`src/rtl/xmem_loader_pkg.sv`:
```
// ---------------------------------------------------------------------------
// xmem_loader_pkg
// Shared definitions for the external-memory loader: default widths and the
// loader FSM state encoding.
// ---------------------------------------------------------------------------
package xmem_loader_pkg;

    // Default memory address width; the loader's length field is one bit
    // wider so a full-memory load (2^MEM_ADDR_W words) can be expressed.
    localparam int XMEM_ADDR_W   = 10;
    localparam int XMEM_LEN_W    = XMEM_ADDR_W + 1;
    localparam int XMEM_DATA_W   = 32;

    typedef enum logic [1:0] {
        LDR_IDLE   = 2'd0,
        LDR_STREAM = 2'd1,
        LDR_FLUSH  = 2'd2
    } ldr_state_t;

endpackage

```
`src/rtl/xmem_loader_agen.sv`:
```
// ---------------------------------------------------------------------------
// xmem_loader_agen
// Address/length bookkeeping for the loader. Latches stride and length on a
// load pulse, keeps the strided write address and the accepted-word count,
// and flags the word that completes the transfer.
//
// Ports:
//   clk          clock
//   rst          asynchronous active-low reset
//   i_load       latch configuration, restart address and count
//   i_step       one word accepted: advance address and count
//   i_start      first write address
//   i_incr       address stride
//   i_len        number of words in the transfer
//   o_cur_addr   address for the word being accepted now
//   o_last       the word accepted now is the final one
// ---------------------------------------------------------------------------
module xmem_loader_agen #(
    parameter int MEM_ADDR_W = 10,
    parameter int LEN_W      = MEM_ADDR_W + 1
) (
    input  logic                  clk,
    input  logic                  rst,
    input  logic                  i_load,
    input  logic                  i_step,
    input  logic [MEM_ADDR_W-1:0] i_start,
    input  logic [MEM_ADDR_W-1:0] i_incr,
    input  logic [LEN_W-1:0]      i_len,
    output logic [MEM_ADDR_W-1:0] o_cur_addr,
    output logic                  o_last
);

    logic [MEM_ADDR_W-1:0] r_addr;
    logic [MEM_ADDR_W-1:0] r_incr;
    logic [LEN_W-1:0]      r_len;
    logic [LEN_W-1:0]      r_cnt;

    // The address adder is MEM_ADDR_W wide on purpose: strides wrap around
    // the memory silently. The counter is LEN_W wide so it can reach
    // 2^MEM_ADDR_W after a full load without overflowing.
    always_ff @(posedge clk or negedge rst) begin
        if (!rst) begin
            r_addr <= '0;
            r_incr <= '0;
            r_len  <= '0;
            r_cnt  <= '0;
        end else if (i_load) begin
            r_addr <= i_start;
            r_incr <= i_incr;
            r_len  <= i_len;
            r_cnt  <= '0;
        end else if (i_step) begin
            r_addr <= r_addr + r_incr;
            r_cnt  <= r_cnt + LEN_W'(1);
        end
    end

    assign o_cur_addr = r_addr;
    assign o_last     = (r_cnt == (r_len - LEN_W'(1)));

endmodule

```
`src/rtl/xmem_loader.sv`:
```
// ---------------------------------------------------------------------------
// xmem_loader
// Drains a valid/ready word stream into a Versat memory's host write port at
// addresses start, start+incr, start+2*incr, ... and exposes the usual
// run/done pair so the controller treats it like any functional unit.
//
// Ports:
//   clk        clock
//   rst        asynchronous active-low reset
//   run        start pulse, honoured only while idle with len != 0
//   done       high while idle
//   start      first write address (latched on run)
//   incr       address stride (latched on run)
//   len        number of words (latched on run)
//   in_valid   stream word available
//   in_data    stream word
//   in_ready   loader accepts a word this cycle
//   mem_valid  memory host valid
//   mem_we     memory host write enable (always equal to mem_valid)
//   mem_addr   memory host address
//   mem_wdata  memory host write data
// ---------------------------------------------------------------------------
module xmem_loader
    import xmem_loader_pkg::*;
#(
    parameter int MEM_ADDR_W = XMEM_ADDR_W,
    parameter int DATA_W     = XMEM_DATA_W,
    parameter int LEN_W      = MEM_ADDR_W + 1
) (
    input  logic                  clk,
    input  logic                  rst,
    input  logic                  run,
    output logic                  done,
    input  logic [MEM_ADDR_W-1:0] start,
    input  logic [MEM_ADDR_W-1:0] incr,
    input  logic [LEN_W-1:0]      len,
    input  logic                  in_valid,
    input  logic [DATA_W-1:0]     in_data,
    output logic                  in_ready,
    output logic                  mem_valid,
    output logic                  mem_we,
    output logic [MEM_ADDR_W-1:0] mem_addr,
    output logic [DATA_W-1:0]     mem_wdata
);

    ldr_state_t            r_state;
    ldr_state_t            w_next;
    logic                  w_load;
    logic                  w_hs;
    logic                  w_last;
    logic [MEM_ADDR_W-1:0] w_cur_addr;
    logic                  r_mem_valid;
    logic [MEM_ADDR_W-1:0] r_mem_addr;
    logic [DATA_W-1:0]     r_mem_wdata;

    // A zero-length run would never produce a last word, so it is dropped
    // here and the loader simply stays idle.
    assign w_load = (r_state == LDR_IDLE) && run && (len != '0);

    // in_ready comes only from the state register, so the handshake never
    // feeds back combinationally into the upstream valid.
    assign w_hs = in_valid && (r_state == LDR_STREAM);

    xmem_loader_agen #(
        .MEM_ADDR_W (MEM_ADDR_W),
        .LEN_W      (LEN_W)
    ) u_agen (
        .clk        (clk),
        .rst        (rst),
        .i_load     (w_load),
        .i_step     (w_hs),
        .i_start    (start),
        .i_incr     (incr),
        .i_len      (len),
        .o_cur_addr (w_cur_addr),
        .o_last     (w_last)
    );

    // State register; reset drops straight to idle so done/in_ready react
    // without waiting for a clock edge.
    always_ff @(posedge clk or negedge rst) begin
        if (!rst) begin
            r_state <= LDR_IDLE;
        end else begin
            r_state <= w_next;
        end
    end

    // FLUSH is the single cycle in which the final write sits on the host
    // port; done is only raised once that write has been taken.
    always_comb begin
        w_next   = r_state;
        done     = 1'b0;
        in_ready = 1'b0;
        case (r_state)
            LDR_IDLE: begin
                done = 1'b1;
                if (w_load) begin
                    w_next = LDR_STREAM;
                end
            end
            LDR_STREAM: begin
                in_ready = 1'b1;
                if (w_hs && w_last) begin
                    w_next = LDR_FLUSH;
                end
            end
            LDR_FLUSH: begin
                w_next = LDR_IDLE;
            end
            default: begin
                w_next = LDR_IDLE;
                done   = 1'b1;
            end
        endcase
    end

    // Host-port registers: valid pulses one cycle after each handshake,
    // address/data hold their last values between writes.
    always_ff @(posedge clk or negedge rst) begin
        if (!rst) begin
            r_mem_valid <= 1'b0;
            r_mem_addr  <= '0;
            r_mem_wdata <= '0;
        end else begin
            r_mem_valid <= w_hs;
            if (w_hs) begin
                r_mem_addr  <= w_cur_addr;
                r_mem_wdata <= in_data;
            end
        end
    end

    assign mem_valid = r_mem_valid;
    assign mem_we    = r_mem_valid;
    assign mem_addr  = r_mem_addr;
    assign mem_wdata = r_mem_wdata;

endmodule

```
`config.mk`:
```
export PLATFORM = sky130hd
export DESIGN_NAME = xmem_loader
export DESIGN_NICKNAME = d
export VERILOG_FILES = /design/src/rtl/xmem_loader_pkg.sv /design/src/rtl/xmem_loader_agen.sv /design/src/rtl/xmem_loader.sv
export SDC_FILE = /design/constraint.sdc
export NUM_CORES = 1
export LEC_CHECK = 0
export CORE_UTILIZATION = 44
export CTS_CLUSTER_SIZE = 25
export DETAILED_ROUTE_END_ITERATION = 10
export GPL_ROUTABILITY_DRIVEN = 0
export MAX_ROUTING_LAYER = met4
export PLACE_DENSITY = 0.77
export RECOVER_POWER = 50
export SETUP_SLACK_MARGIN = 0.2
export SYNTH_ARGS = -nofsm -noshare
export SYNTH_HDL_FRONTEND = slang
export SYNTH_SLANG_ARGS = --single-unit
```
`constraint.sdc`:
```
create_clock -name clk -period 2.2 [get_ports clk]
set_input_delay 0.44 -clock clk [delete_from_list [all_inputs] [get_ports clk]]
set_output_delay 0.44 -clock clk [all_outputs]
set_load 0.02 [all_outputs]
```
==> qor.yml <==
status: "finished, violations left"
violations: "setup timing"
relSlewSlack_pct: 32.1
remaining_drc_errors: 0
syn_inst: 460
power.share.clock_pct: 14.8
tightestPinTransition_ns: 1.02
met1_usage_pct: 27.2
period_needed_ns: 2.21
maxCapViolations: 0
cts_tree: "yes"
synth.avg_cell_area_um2: 9.35
routed_wirelength_mm: 11.4
rr_startpoint: "u_agen.o_cur_addr[0]"
drt_iter0_drc: 188
synthTopCellsByArea: "dfrtp_1 (51%), nand2_1 (13%), mux2_2 (5.0%), ha_1 (3.8%), xor2_1 (3.1%)"
drv_slew: 0
pwr-share-seq_pct: 31.0
grt_pass1_wl_mm: 17.5
rsz0062_at_grt: "true"
htree_levels: 3
core_um2: 9370
startpoint: "u_agen.o_cur_addr[0]"
swShare_pct: 40.6
setup_slack_ns: -0.00634
port_buffers: 112
dieArea_um2: 10200
cts.sinks: 87
initial_utilization_pct: 45.9
path_clk_slew_ns: 0.09
critPathLaunchType: "flip-flop"
busiest_layer: "met2"
clk_latency_ns: 0.35
fillCellCount: 728
synth_area_um2: 4300
clock.fmax_mhz: 453
first_pass_iters: 5
root_buffer: "clkbuf_8"
finalHoldViolations: 0
diodes: 0
pin_count: 113
overflow: 0
switching_power_w: 0.00376
antenna_found_initial: 0
antenna_left: 0
post-route-period-util_pct: 100
ir_drop_mv: 0.786
finClkSkew_ns: 0.00800
dieWidth_um: 101
ys_async_sr_fraction_pct: 100
via_per_inst: 5.19
p_per_area_nw_per_um2: 1480
dieHeight_um: 101
fin_nets: 677
end_kind: "flip-flop"
syn_to_final_growth_pct: 46.0
grtUsageTotal_pct: 22.5
rows: 35
pwr-share-comb_pct: 54.2
use_met2_pct: 37.7
vias: 3792
critPathMaxFanout: 2
power.leakage_nw: 2.81
hold_path_class: "input pin to async pin"
ys_seq_area_share_pct: 50.6
yosys_register_bits: 87
grt_max_degree: 47
post_route_cells_drive_above_1_share_pct: 19.5
required_ns: 2.44
dp_slack_ns: -0.0456
finalSetupTns_ns: -0.00634
clock_path_buffers: 2
yosysUniqueCellTypes: 51
hpwlAfterDp_mm: 7.35
yosysTopAreaCell: "dfrtp_1"
p_int_w: 0.00550
met3_usage_pct: 5.62
post-route-util_pct: 67.0
crit_arrival_ns: 2.45
grt_pass1_vias: 3793
yosysWarningCount: 0
wl_per_cell_um: 15.6
report.final.setup_viol: 1
synth-main-ff-cell: "dfrtp_1"
synth_edf_count: 0
synth_top_area_share_pct: 50.6
syn_nets: 541
numCtsBuffers: 9
critPathKind: "flip-flop to flip-flop"
power groups by stage:
stage	Clock (W)	Sequential, W	Combinational (W)
final	0.00137	0.00287	0.00502
after global placement	0	0.00280	0.00398
after detailed placement	0	0.00283	0.00409
after CTS	0.00140	0.00281	0.00432
after global routing	0.00145	0.00296	0.00542
after floorplan	0	0.00316	0.00219
sequential cells by signal, summed over array words and instances (netlist names):
name               cells
u_agen.r_cnt          11
u_agen.r_len          11
u_agen.o_cur_addr     10
mem_valid              1
mem_addr              10
r_state                2
mem_wdata             32
u_agen.r_incr         10
layout by cell type (no fill, tap or decap), types with 3 or more instances in the layout:
cell             instances
nand3b_1                 5
inv_6                    3
nand3_1                  6
clkdlybuf4s50_1        109
a21oi_2                  4
buf_6                   10
dfrtp_1                 85
ha_1                     7
nor4_1                   3
xnor2_2                  3
inv_2                    3
mux2_2                  18
o21ai_0                 12
bufinv_16                3
nand4_1                  5
clkbuf_8                 9
a21oi_1                  9
nor3_1                   7
nand2_1                150
ha_4                     4
nor2_1                  22
xnor2_1                  8
o21ai_2                  4
o21ai_1                  3
inv_1                   10
mux2i_1                  3
xor2_1                  14
buf_4                   20
kinds of logic (layout without fill, tap and decap cells):
logic type                 Yosys count  count (layout)  share of synthesized area (%)
muxes                               22              22                           5.67
adders and majority gates           14              14                           4.25
buffers and inverters               34             175                           3.23
and+or+nand+nor                    226             226                           23.5
xor gates and xnor gates            26              26                           5.30
DFF                                 87              87                           50.6
AOI/OAI and AO/OA                   51              51                           7.48
synth_stat cells, drive strengths merged (2+ instances only):
cell type  count
or3            3
nor3          11
and3           2
nor4           6
a31oi          2
mux2i          3
buf            4
a211oi         2
o31a           2
and4           2
a21oi         13
xor2          15
mux2          19
nand3          7
nor2b          4
nand2        151
clkbuf        16
a311oi         2
nand2b         2
xnor2         11
inv           13
nor3b          2
nor2          22
nand3b         5
a211o          2
o21ai         20
nand4          5
ha            13
dfrtp         87
area by class of cell:
cell class	count	area, um^2	share of cell area (%)
multi-input combinational	339	2230	35.5
sequential	87	2180	34.7
timing repair buffer	145	1410	22.4
tap	129	161	2.57
clock buffer	9	124	1.97
clock inverter	7	124	1.97
inverter	14	52.6	0.837
what timing repair did:
item	4_1_cts	5_1_grt
setup buffers	12	5
endpoints found under the setup margin	8	12
pin swaps	6	17
resized for setup	9	48
hold buffers	0	0
endpoints found under the hold margin	0	0
worst max-delay path, stage by stage, from the launching register on:
cell	delay (ns)
dfrtp_1	0.38
ha_2	0.20
inv_2	0.05
fa_2	0.40
nor2b_4	0.16
buf_6	0.11
buf_6	0.08
buf_6	0.08
buf_6	0.08
buf_6	0.08
buf_6	0.08
buf_6	0.08
buf_6	0.09
nor3_4	0.03
a21oi_2	0.12
o21ai_1	0.08
through the flow:
stage	hold WS (ns)	instances	power, W	instance area (um^2)
3_3_place_gp	0.456	697	0.00678	5690
6_report	0.246	730	0.00927	6280
5_1_grt	0.320	730	0.00983	6280
4_1_cts	0.0734	725	0.00853	6050
3_5_place_dp	0.457	697	0.00692	5690
2_1_floorplan	0.144	460	0.00536	4340
path summary, 6_finish.rpt:
check / endpoint / slack [ns] / cells past startpoint
max in group asynchronous: u_agen.r_cnt[0] / 0.60 / 2
min in group clk: mem_wdata[0] / 0.48 / 2
worst max register to register: u_agen.o_cur_addr[2] / -0.006 / 15
worst min register to register: mem_wdata[0] / 0.48 / 2
worst min-delay path: r_state[0] / 0.25 / 1
worst max-delay path: u_agen.o_cur_addr[2] / -0.006 / 15
layer usage:
metal / routed length [um] / vias to the layer above
met4: 350 / 0
met3: 617 / 39
met2: 5810 / 124
met1: 4580 / 1823
li1: - / 1806
met5: 0 / -
No activity file was read; power rests on OpenSTA's default activity.
